--- config.mk ---
export PLATFORM = sky130hd
export DESIGN_NAME = sdft_scheduler_flat
export DESIGN_NICKNAME = d
export VERILOG_FILES = /design/src/rtl/sdft_pkg.sv /design/src/rtl/sdft_scheduler_if.sv /design/src/rtl/sdft_sample_buffer.sv /design/src/rtl/sdft_scheduler.sv /design/src/flat_wrapper.sv
export SDC_FILE = /design/constraint.sdc
export NUM_CORES = 1
export LEC_CHECK = 0
export CAP_MARGIN = 20
export CORE_MARGIN = 2
export CORE_UTILIZATION = 46
export DETAILED_ROUTE_END_ITERATION = 6
export HOLD_SLACK_MARGIN = 0.1
export PLACE_DENSITY = 0.84
export SETUP_SLACK_MARGIN = 0.15
export SLEW_MARGIN = 25
export SYNTH_ARGS = -nofsm -noshare
export SYNTH_HDL_FRONTEND = slang
export SYNTH_SLANG_ARGS = --single-unit
--- constraint.sdc ---
create_clock -name clk -period 2.9 [get_ports clk]
set_input_delay 0.87 -clock clk [delete_from_list [all_inputs] [get_ports clk]]
set_output_delay 0.87 -clock clk [all_outputs]
set_load 0.05 [all_outputs]
--- src/rtl/sdft_pkg.sv ---
// Shared constants and state encodings for the sliding-DFT scheduler.
package sdft_pkg;

   localparam int unsigned DATA_W     = 8;
   localparam int unsigned FREQ_BINS  = 320;
   localparam int unsigned FREQ_W     = 16;
   localparam int unsigned BIN_ADDR_W = $clog2(FREQ_BINS);

   typedef enum logic [2:0] {
      S_IDLE,
      S_START,
      S_RD_A,
      S_RD_B,
      S_GAP,
      S_BUSY
   } state_t;

   // Successor of S_BUSY once the core reports ready again
   typedef enum logic [1:0] {
      PH_IDLE,
      PH_RD_B,
      PH_ACK
   } phase_t;

endpackage

--- src/rtl/sdft_scheduler_if.sv ---
// Bus bundle between the scheduler, the ADC/display side and the sliding-DFT core.
interface sdft_scheduler_if;
   import sdft_pkg::*;

   logic                  adc_valid;
   logic [DATA_W-1:0]     adc_data;
   logic                  disp_req;
   logic [BIN_ADDR_W-1:0] disp_addr;
   logic                  disp_ack;
   logic [FREQ_W-1:0]     disp_data;
   logic                  overrun;
   logic                  overrun_clr;
   logic [DATA_W-1:0]     sdft_sample;
   logic                  sdft_start;
   logic                  sdft_read;
   logic [BIN_ADDR_W-1:0] sdft_bin_addr;
   logic [FREQ_W-1:0]     sdft_bin_out;
   logic                  sdft_ready;

   modport master (
      input  adc_valid, adc_data, disp_req, disp_addr, overrun_clr,
             sdft_bin_out, sdft_ready,
      output disp_ack, disp_data, overrun, sdft_sample, sdft_start,
             sdft_read, sdft_bin_addr
   );

   modport slave (
      output adc_valid, adc_data, disp_req, disp_addr, overrun_clr,
             sdft_bin_out, sdft_ready,
      input  disp_ack, disp_data, overrun, sdft_sample, sdft_start,
             sdft_read, sdft_bin_addr
   );

endinterface

--- src/rtl/sdft_sample_buffer.sv ---
// One-deep ADC sample buffer with sticky overrun flag.
module sdft_sample_buffer
   import sdft_pkg::*;
(
   input  logic              clk,
   input  logic              reset,
   input  logic              adc_valid,
   input  logic [DATA_W-1:0] adc_data,
   input  logic              issue,
   input  logic              overrun_clr,
   output logic [DATA_W-1:0] pending_data,
   output logic              sample_pending,
   output logic              overrun
);

   // Latest sample always wins; an issue in the same cycle has already taken the old value
   always_ff @(posedge clk or posedge reset) begin
      if (reset) begin
         pending_data   <= '0;
         sample_pending <= 1'b0;
      end else begin
         if (adc_valid) begin
            pending_data   <= adc_data;
            sample_pending <= 1'b1;
         end else if (issue) begin
            sample_pending <= 1'b0;
         end
      end
   end

   // Overrun sets when an unissued sample is overwritten; set beats clear
   always_ff @(posedge clk or posedge reset) begin
      if (reset) begin
         overrun <= 1'b0;
      end else if (adc_valid && sample_pending && !issue) begin
         overrun <= 1'b1;
      end else if (overrun_clr) begin
         overrun <= 1'b0;
      end
   end

endmodule

--- src/rtl/sdft_scheduler.sv ---
// Arbitrates ADC sample starts and display bin reads onto the sliding-DFT core.
module sdft_scheduler
   import sdft_pkg::*;
(
   input  logic             clk,
   input  logic             reset,
   sdft_scheduler_if.master bus
);

   state_t                state_q, state_d;
   phase_t                phase_q;
   logic                  last_was_start;
   logic [DATA_W-1:0]     sample_q;
   logic [BIN_ADDR_W-1:0] bin_addr_q;
   logic [FREQ_W-1:0]     disp_data_q;
   logic                  disp_ack_q;
   logic [DATA_W-1:0]     pending_data;
   logic                  sample_pending;
   logic                  idle_ready, grant_start, grant_read, ack_now;

   sdft_sample_buffer u_buf (
      .clk            (clk),
      .reset          (reset),
      .adc_valid      (bus.adc_valid),
      .adc_data       (bus.adc_data),
      .issue          (grant_start),
      .overrun_clr    (bus.overrun_clr),
      .pending_data   (pending_data),
      .sample_pending (sample_pending),
      .overrun        (bus.overrun)
   );

   // Round-robin grant between a pending sample and a display request
   always_comb begin
      idle_ready  = (state_q == S_IDLE) && bus.sdft_ready;
      grant_start = idle_ready && sample_pending && (!bus.disp_req || !last_was_start);
      grant_read  = idle_ready && bus.disp_req && (!sample_pending || last_was_start);
      ack_now     = (state_q == S_BUSY) && bus.sdft_ready && (phase_q == PH_ACK);
   end

   // State register
   always_ff @(posedge clk or posedge reset) begin
      if (reset) state_q <= S_IDLE;
      else       state_q <= state_d;
   end

   // Next-state logic: every pulse is followed by one ignored-ready gap cycle
   always_comb begin
      state_d = state_q;
      case (state_q)
         S_IDLE: begin
            if (grant_start)     state_d = S_START;
            else if (grant_read) state_d = S_RD_A;
         end
         S_START, S_RD_A, S_RD_B: state_d = S_GAP;
         S_GAP:  state_d = S_BUSY;
         S_BUSY: begin
            if (bus.sdft_ready) state_d = (phase_q == PH_RD_B) ? S_RD_B : S_IDLE;
         end
         default: state_d = S_IDLE;
      endcase
   end

   // Command operands, read phase tracking and display result capture
   always_ff @(posedge clk or posedge reset) begin
      if (reset) begin
         phase_q        <= PH_IDLE;
         last_was_start <= 1'b0;
         sample_q       <= '0;
         bin_addr_q     <= '0;
         disp_data_q    <= '0;
         disp_ack_q     <= 1'b0;
      end else begin
         if (grant_start) begin
            sample_q       <= pending_data;
            last_was_start <= 1'b1;
            phase_q        <= PH_IDLE;
         end
         if (grant_read) begin
            bin_addr_q     <= bus.disp_addr;
            last_was_start <= 1'b0;
            phase_q        <= PH_RD_B;
         end
         // Second read of the pair returns the wanted bin because of the core's one-read lag
         if (state_q == S_RD_B) phase_q <= PH_ACK;
         disp_ack_q <= ack_now;
         if (ack_now) disp_data_q <= bus.sdft_bin_out;
      end
   end

   // Outputs decoded from state and registers
   always_comb begin
      bus.sdft_start    = (state_q == S_START);
      bus.sdft_read     = (state_q == S_RD_A) || (state_q == S_RD_B);
      bus.sdft_sample   = sample_q;
      bus.sdft_bin_addr = bin_addr_q;
      bus.disp_data     = disp_data_q;
      bus.disp_ack      = disp_ack_q;
   end

endmodule
--- src/flat_wrapper.sv ---
// flat-port wrapper written by rule: the top's interface ports become plain ports
module sdft_scheduler_flat import sdft_pkg::*;
  (clk, reset, bus_adc_valid, bus_adc_data, bus_disp_req, bus_disp_addr, bus_overrun_clr, bus_sdft_bin_out, bus_sdft_ready, bus_disp_ack, bus_disp_data, bus_overrun, bus_sdft_sample, bus_sdft_start, bus_sdft_read, bus_sdft_bin_addr);
  sdft_scheduler_if bus_i ();
  input  logic clk;
  input  logic reset;
  input wire logic [$bits(bus_i.adc_valid)-1:0] bus_adc_valid;
  input wire logic [$bits(bus_i.adc_data)-1:0] bus_adc_data;
  input wire logic [$bits(bus_i.disp_req)-1:0] bus_disp_req;
  input wire logic [$bits(bus_i.disp_addr)-1:0] bus_disp_addr;
  input wire logic [$bits(bus_i.overrun_clr)-1:0] bus_overrun_clr;
  input wire logic [$bits(bus_i.sdft_bin_out)-1:0] bus_sdft_bin_out;
  input wire logic [$bits(bus_i.sdft_ready)-1:0] bus_sdft_ready;
  output wire logic [$bits(bus_i.disp_ack)-1:0] bus_disp_ack;
  output wire logic [$bits(bus_i.disp_data)-1:0] bus_disp_data;
  output wire logic [$bits(bus_i.overrun)-1:0] bus_overrun;
  output wire logic [$bits(bus_i.sdft_sample)-1:0] bus_sdft_sample;
  output wire logic [$bits(bus_i.sdft_start)-1:0] bus_sdft_start;
  output wire logic [$bits(bus_i.sdft_read)-1:0] bus_sdft_read;
  output wire logic [$bits(bus_i.sdft_bin_addr)-1:0] bus_sdft_bin_addr;
  assign bus_i.adc_valid = bus_adc_valid;
  assign bus_i.adc_data = bus_adc_data;
  assign bus_i.disp_req = bus_disp_req;
  assign bus_i.disp_addr = bus_disp_addr;
  assign bus_i.overrun_clr = bus_overrun_clr;
  assign bus_i.sdft_bin_out = bus_sdft_bin_out;
  assign bus_i.sdft_ready = bus_sdft_ready;
  assign bus_disp_ack = bus_i.disp_ack;
  assign bus_disp_data = bus_i.disp_data;
  assign bus_overrun = bus_i.overrun;
  assign bus_sdft_sample = bus_i.sdft_sample;
  assign bus_sdft_start = bus_i.sdft_start;
  assign bus_sdft_read = bus_i.sdft_read;
  assign bus_sdft_bin_addr = bus_i.sdft_bin_addr;
  sdft_scheduler u_core (.clk(clk), .reset(reset), .bus(bus_i));
endmodule
# Yosys cells after proc, flatten, opt, wreduce, memory -nomap -nowiden
# Index checks and enable logic that the tools add are counted.
# word_totals
reg_bits,50
inputBits,39
output_inout_bits,37
word_cells,56
# classes
n_eq_ne,9
mux,14
reduce_logical,23
# ops
cell,n
case mux 3 bit (4 select lines),1
logical AND 1 bit,9
two-way mux 3 bit,3
two-way mux 2 bit,4
== test 3 x 2 -> 1 bit (second input constant),2
== test 3 bit (second input constant),2
two-way mux 1 bit,6
nonzero test 2 bit,3
logical NOT 1 bit,4
== test 3 x 1 -> 1 bit (second input constant),1
logical NOT 3 bit,1
logical OR 1 bit,3
!= test 3 x 2 -> 1 bit (second input constant),1
nonzero test 3 bit,1
OR reduction 3 bit,1
== test 2 x 1 -> 1 bit (second input constant),1
== test 2 bit (second input constant),1
!= test 2 bit (second input constant),1
AND reduction 2 bit,1

# Logic depth before layout (Yosys ltp)
# logic_depth
depth_word,7
depth_mapped,6
mapped_depth_nobuf,3

# Modules after synthesis
# Synthesis repeated with hierarchy kept, for this count alone.
# unflattened
cells_unflattened,125
hier_area_um2,2074.5
# modules_own_cells
module,instances,cells_per_inst,area_each_um2,seq_area_each_um2
sdft_scheduler,1,101,1662.8,1001.0
sdft_sample_buffer,1,24,411.6,250.2

# Worst setup path after synthesis
# Ideal clock, no wire load.
# synth_path
kind,reg2out
from,reg u_core.state_q[0]
to,out bus_sdft_start
arrival_time_ns,1.662
required_time_ns,2.030
path_slack_ns,0.368
stages_incl_launch_ff,3
n_path_buf,1
cell_sequence,dfrtp_1 clkbuf_2 nor3b_1
# synth_via
elab_chain_cells,1
# synth_rtl
element,line,source
from (decl),sdft_scheduler.sv:10,"state_t state_q, state_d;"
from (signal assigned),sdft_scheduler.sv:44,else state_q <= state_d;
== test 3 x 1 -> 1 bit,sdft_scheduler.sv:93,bus.sdft_start = (state_q == S_START);
to (decl),flat_wrapper.sv:18,output wire logic [$bits(bus_i.sdft_start)-1:0] bus_sdft_start;
# Every way passes these cells.

# Worst setup path in the final report
# layout_path
from,reg u_core.bin_addr_q[0] (netlist: u_core.bus.sdft_bin_addr[0])
to,out bus_sdft_bin_addr[0]
# layout_lines
element,line,source
from (decl),sdft_scheduler.sv:14,logic [BIN_ADDR_W-1:0] bin_addr_q;
from (signal assigned),sdft_scheduler.sv:80,bin_addr_q <= bus.disp_addr;
to (decl),flat_wrapper.sv:20,output wire logic [$bits(bus_i.sdft_bin_addr)-1:0] bus_sdft_bin_addr;
# No word-level cell between the ends.

==> results.sh <==
export IMPL_outcome="completed"
export IMPL_cp_slowest_cell="clkdlybuf4s50_1"
export IMPL_crit_required_ns=2.03
export IMPL_h_tree_depth=2
export IMPL_cap_viol_max_count=0
export IMPL_vias_per_cell=5.11
export IMPL_clockBufferDepth=2
export IMPL_root_buffer="clkbuf_8"
export IMPL_setup_tns_ns=0
export IMPL_reg2reg_from="u_core.state_q[2]"
export IMPL_initial_utilization=0.484
export IMPL_power_leakage_nw=1.29
export IMPL_wl_per_cell_microns=15.7
export IMPL_layout_min_cycle_time_ns=2.35
export IMPL_fp_dieArea_sq_um=4810
export IMPL_yosys_area_top_type_share=0.637
export IMPL_portBuffers=75
export IMPL_stdcell_count=258
export IMPL_regArea_sq_um=1250
export IMPL_std_cell_rows=23
export IMPL_slew_viol_final=0
export IMPL_cp_cell_sequence="clkdlybuf4s50_1"
export IMPL_core_area_sq_um=4060
export IMPL_tightest_slew_ns=0.538
export IMPL_synth_area_sq_um=1960
export IMPL_slew_headroom=0.640
export IMPL_crit_family="buffers and inverters"
export IMPL_ys_seq_elements=50
export IMPL_power_density_nw_per_um2=1150
export IMPL_place_inst=250
export IMPL_drc_errors=0
export IMPL_area_growth_pct=46.2
export IMPL_hold_class="reg -> reg"
export IMPL_period_share=0.810
export IMPL_cp_start_kind="flip-flop"
export IMPL_grt_pass1_vias=1454
export IMPL_grt_pass1_wl_microns=6850
export IMPL_syn_area_per_cell_sq_um=15.3
export IMPL_antenna_found_initial=0
export IMPL_drt_iter0_markers=52
export IMPL_path_buf_inv=1
export IMPL_vias=1318
export IMPL_rsz0062_at_grt="no"
export IMPL_cts_sinks=50
export IMPL_die_h_microns=69.3
export IMPL_synthesis_nets=167
export IMPL_synth_largest_area_cell="dfrtp_1"
export IMPL_fill_cells=263
export IMPL_clk_latency_ns=0.29
export IMPL_hold_viol_final=0
export IMPL_die_w_microns=69.3
export IMPL_synthTopCellsByArea="dfrtp_1 (64%), mux2_2 (24%), nand2_1 (1.3%), nor4b_4 (1.2%), nand3_2 (1.0%)"
export IMPL_criticalPathCategory="reg -> out"
export IMPL_ir_worst_vdd_uv=625
export IMPL_min_from="u_core.u_buf.overrun"
export IMPL_path_clk_slew_ns=0.09
export IMPL_drive_above_1_share=0.279
export IMPL_gr_total_overflow=0
export IMPL_synth_seq_area_share=0.637
export IMPL_gp_congestion=0.770
export IMPL_skew_ns=0.00619
export IMPL_clock_fmax_mhz=426
export IMPL_critPathCaptureType="output pin"
export IMPL_synth_warnings=0
export IMPL_multi_input_area_sq_um=666
export IMPL_num_io_pins=76
export IMPL_grt_max_degree=19
export IMPL_cpPeakStageDelay_ns=0.83
export IMPL_nNetsFinal=246
export IMPL_ys_types=25
export IMPL_cp_arrival_ns=1.48
export IMPL_routed_wl_microns=4040
export IMPL_cts_tree="built"
export IMPL_synthesis_instances=128
export IMPL_grt_usage=0.181
export IMPL_setup_viol_count_final=0
export IMPL_drtPass1Iterations=2
export IMPL_cp_startpoint="u_core.bus.sdft_bin_addr[0]"
export IMPL_fin_util=0.707
export IMPL_ant_nets=0
export IMPL_cts_buffers=5
export IMPL_antenna_cells=0
export IMPL_worstPathMaxFanout=2
export IMPL_post_dp_hpwl_microns=3100
-- per-layer routing --
metal  up-vias  global-route usage  share of wire
met2        48               0.296           0.52
met5         -                   0              0
met1       649               0.222           0.39
met4         0              0.0850          0.028
li1        609                   -              -
met3        12              0.0494          0.053
-- timing repair --
item,in CTS,in global routing
buffers inserted,0,0
hold buffers,0,0
setup endpoints to repair,0,2
gates resized for setup,0,2
-- layout by cell type (no fill, tap or decap), types with 2 or more instances in the layout --
cell type         n
mux2_2           41
nand2_1           7
inv_1             2
buf_4             2
dfrtp_1          50
o21ai_0           3
nand3_2           2
nor2b_1           2
clkbuf_8          5
dlymetal6s2s_1    2
clkinv_2          2
a21o_1            2
clkdlybuf4s50_1  73
-- final timing paths --
check / endpoint / slack (ns) / cells past startpoint
worst min register to register: u_core.u_buf.overrun / 0.50 / 1
worst max-delay path: bus_sdft_bin_addr[0] / 0.55 / 1
worst min-delay path: u_core.u_buf.overrun / 0.50 / 1
worst max register to register: u_core.bus.disp_data[5] / 1.13 / 3
max in group asynchronous: u_core.bus.disp_data[15] / 1.49 / 3
min in group asynchronous: u_core.last_was_start / 0.87 / 2
-- cells by family after synthesis --
family | after synthesis | share of synthesized area
AOI/OAI and AO/OA | 10 | 0.0363
DFF | 50 | 0.637
buffers and inverters | 8 | 0.0236
muxes | 41 | 0.235
and+or+nand+nor | 19 | 0.0676
-- power by group --
group | switching [W] | leakage (nW) | internal, W
combinational | 0.00105 | 0.607 | 0.000660
clock | 0.000214 | 0.0579 | 0.000254
sequential | 0.000175 | 0.621 | 0.000957
-- final cells by class --
class,instances,share of cell area
tap,50,0.0218
clock inverter,3,0.0139
inverter,3,0.00392
sequential,50,0.436
timing repair buffer,77,0.269
clock buffer,5,0.0240
multi-input combinational,70,0.232
-- synthesized netlist by cell type --
master / count
o21ai_0: 3
nor2_1: 1
a22o_1: 1
a31o_2: 1
dfrtp_1: 50
nand2b_1: 1
nand2_1: 7
a21o_1: 2
and3_1: 1
nand3_2: 2
inv_1: 3
a21oi_1: 1
nor2b_1: 2
a32o_1: 1
buf_6: 1
clkbuf_1: 1
nand3_1: 1
nor4b_4: 1
nor2b_2: 1
buf_4: 2
clkbuf_2: 1
a2bb2oi_1: 1
mux2_2: 41
nor3b_1: 1
and4bb_2: 1
-- flip-flops by register name, summed over array words and instances (netlist names) --
register / cells
u_core.bus.disp_ack: 1
u_core.last_was_start: 1
u_core.phase_q: 2
u_core.bus.sdft_bin_addr: 9
u_core.bus.disp_data: 16
u_core.state_q: 3
u_core.u_buf.overrun: 1
u_core.u_buf.sample_pending: 1
u_core.u_buf.pending_data: 8
u_core.bus.sdft_sample: 8
-- stage by stage --
stage | hold WS, ns | area (sq um) | setup slack [ns] | power (W)
finish | 0.501 | 2870 | 0.551 | 0.00331
global route | 0.535 | 2870 | 0.462 | 0.00347
CTS | 0.511 | 2870 | 0.161 | 0.00334
detailed placement | 0.486 | 2760 | 0.250 | 0.00286
global placement | 0.484 | 2760 | 0.340 | 0.00281
floorplan | 0.477 | 1960 | 0.368 | 0.00227
No activity file was read; power rests on OpenSTA's default activity.
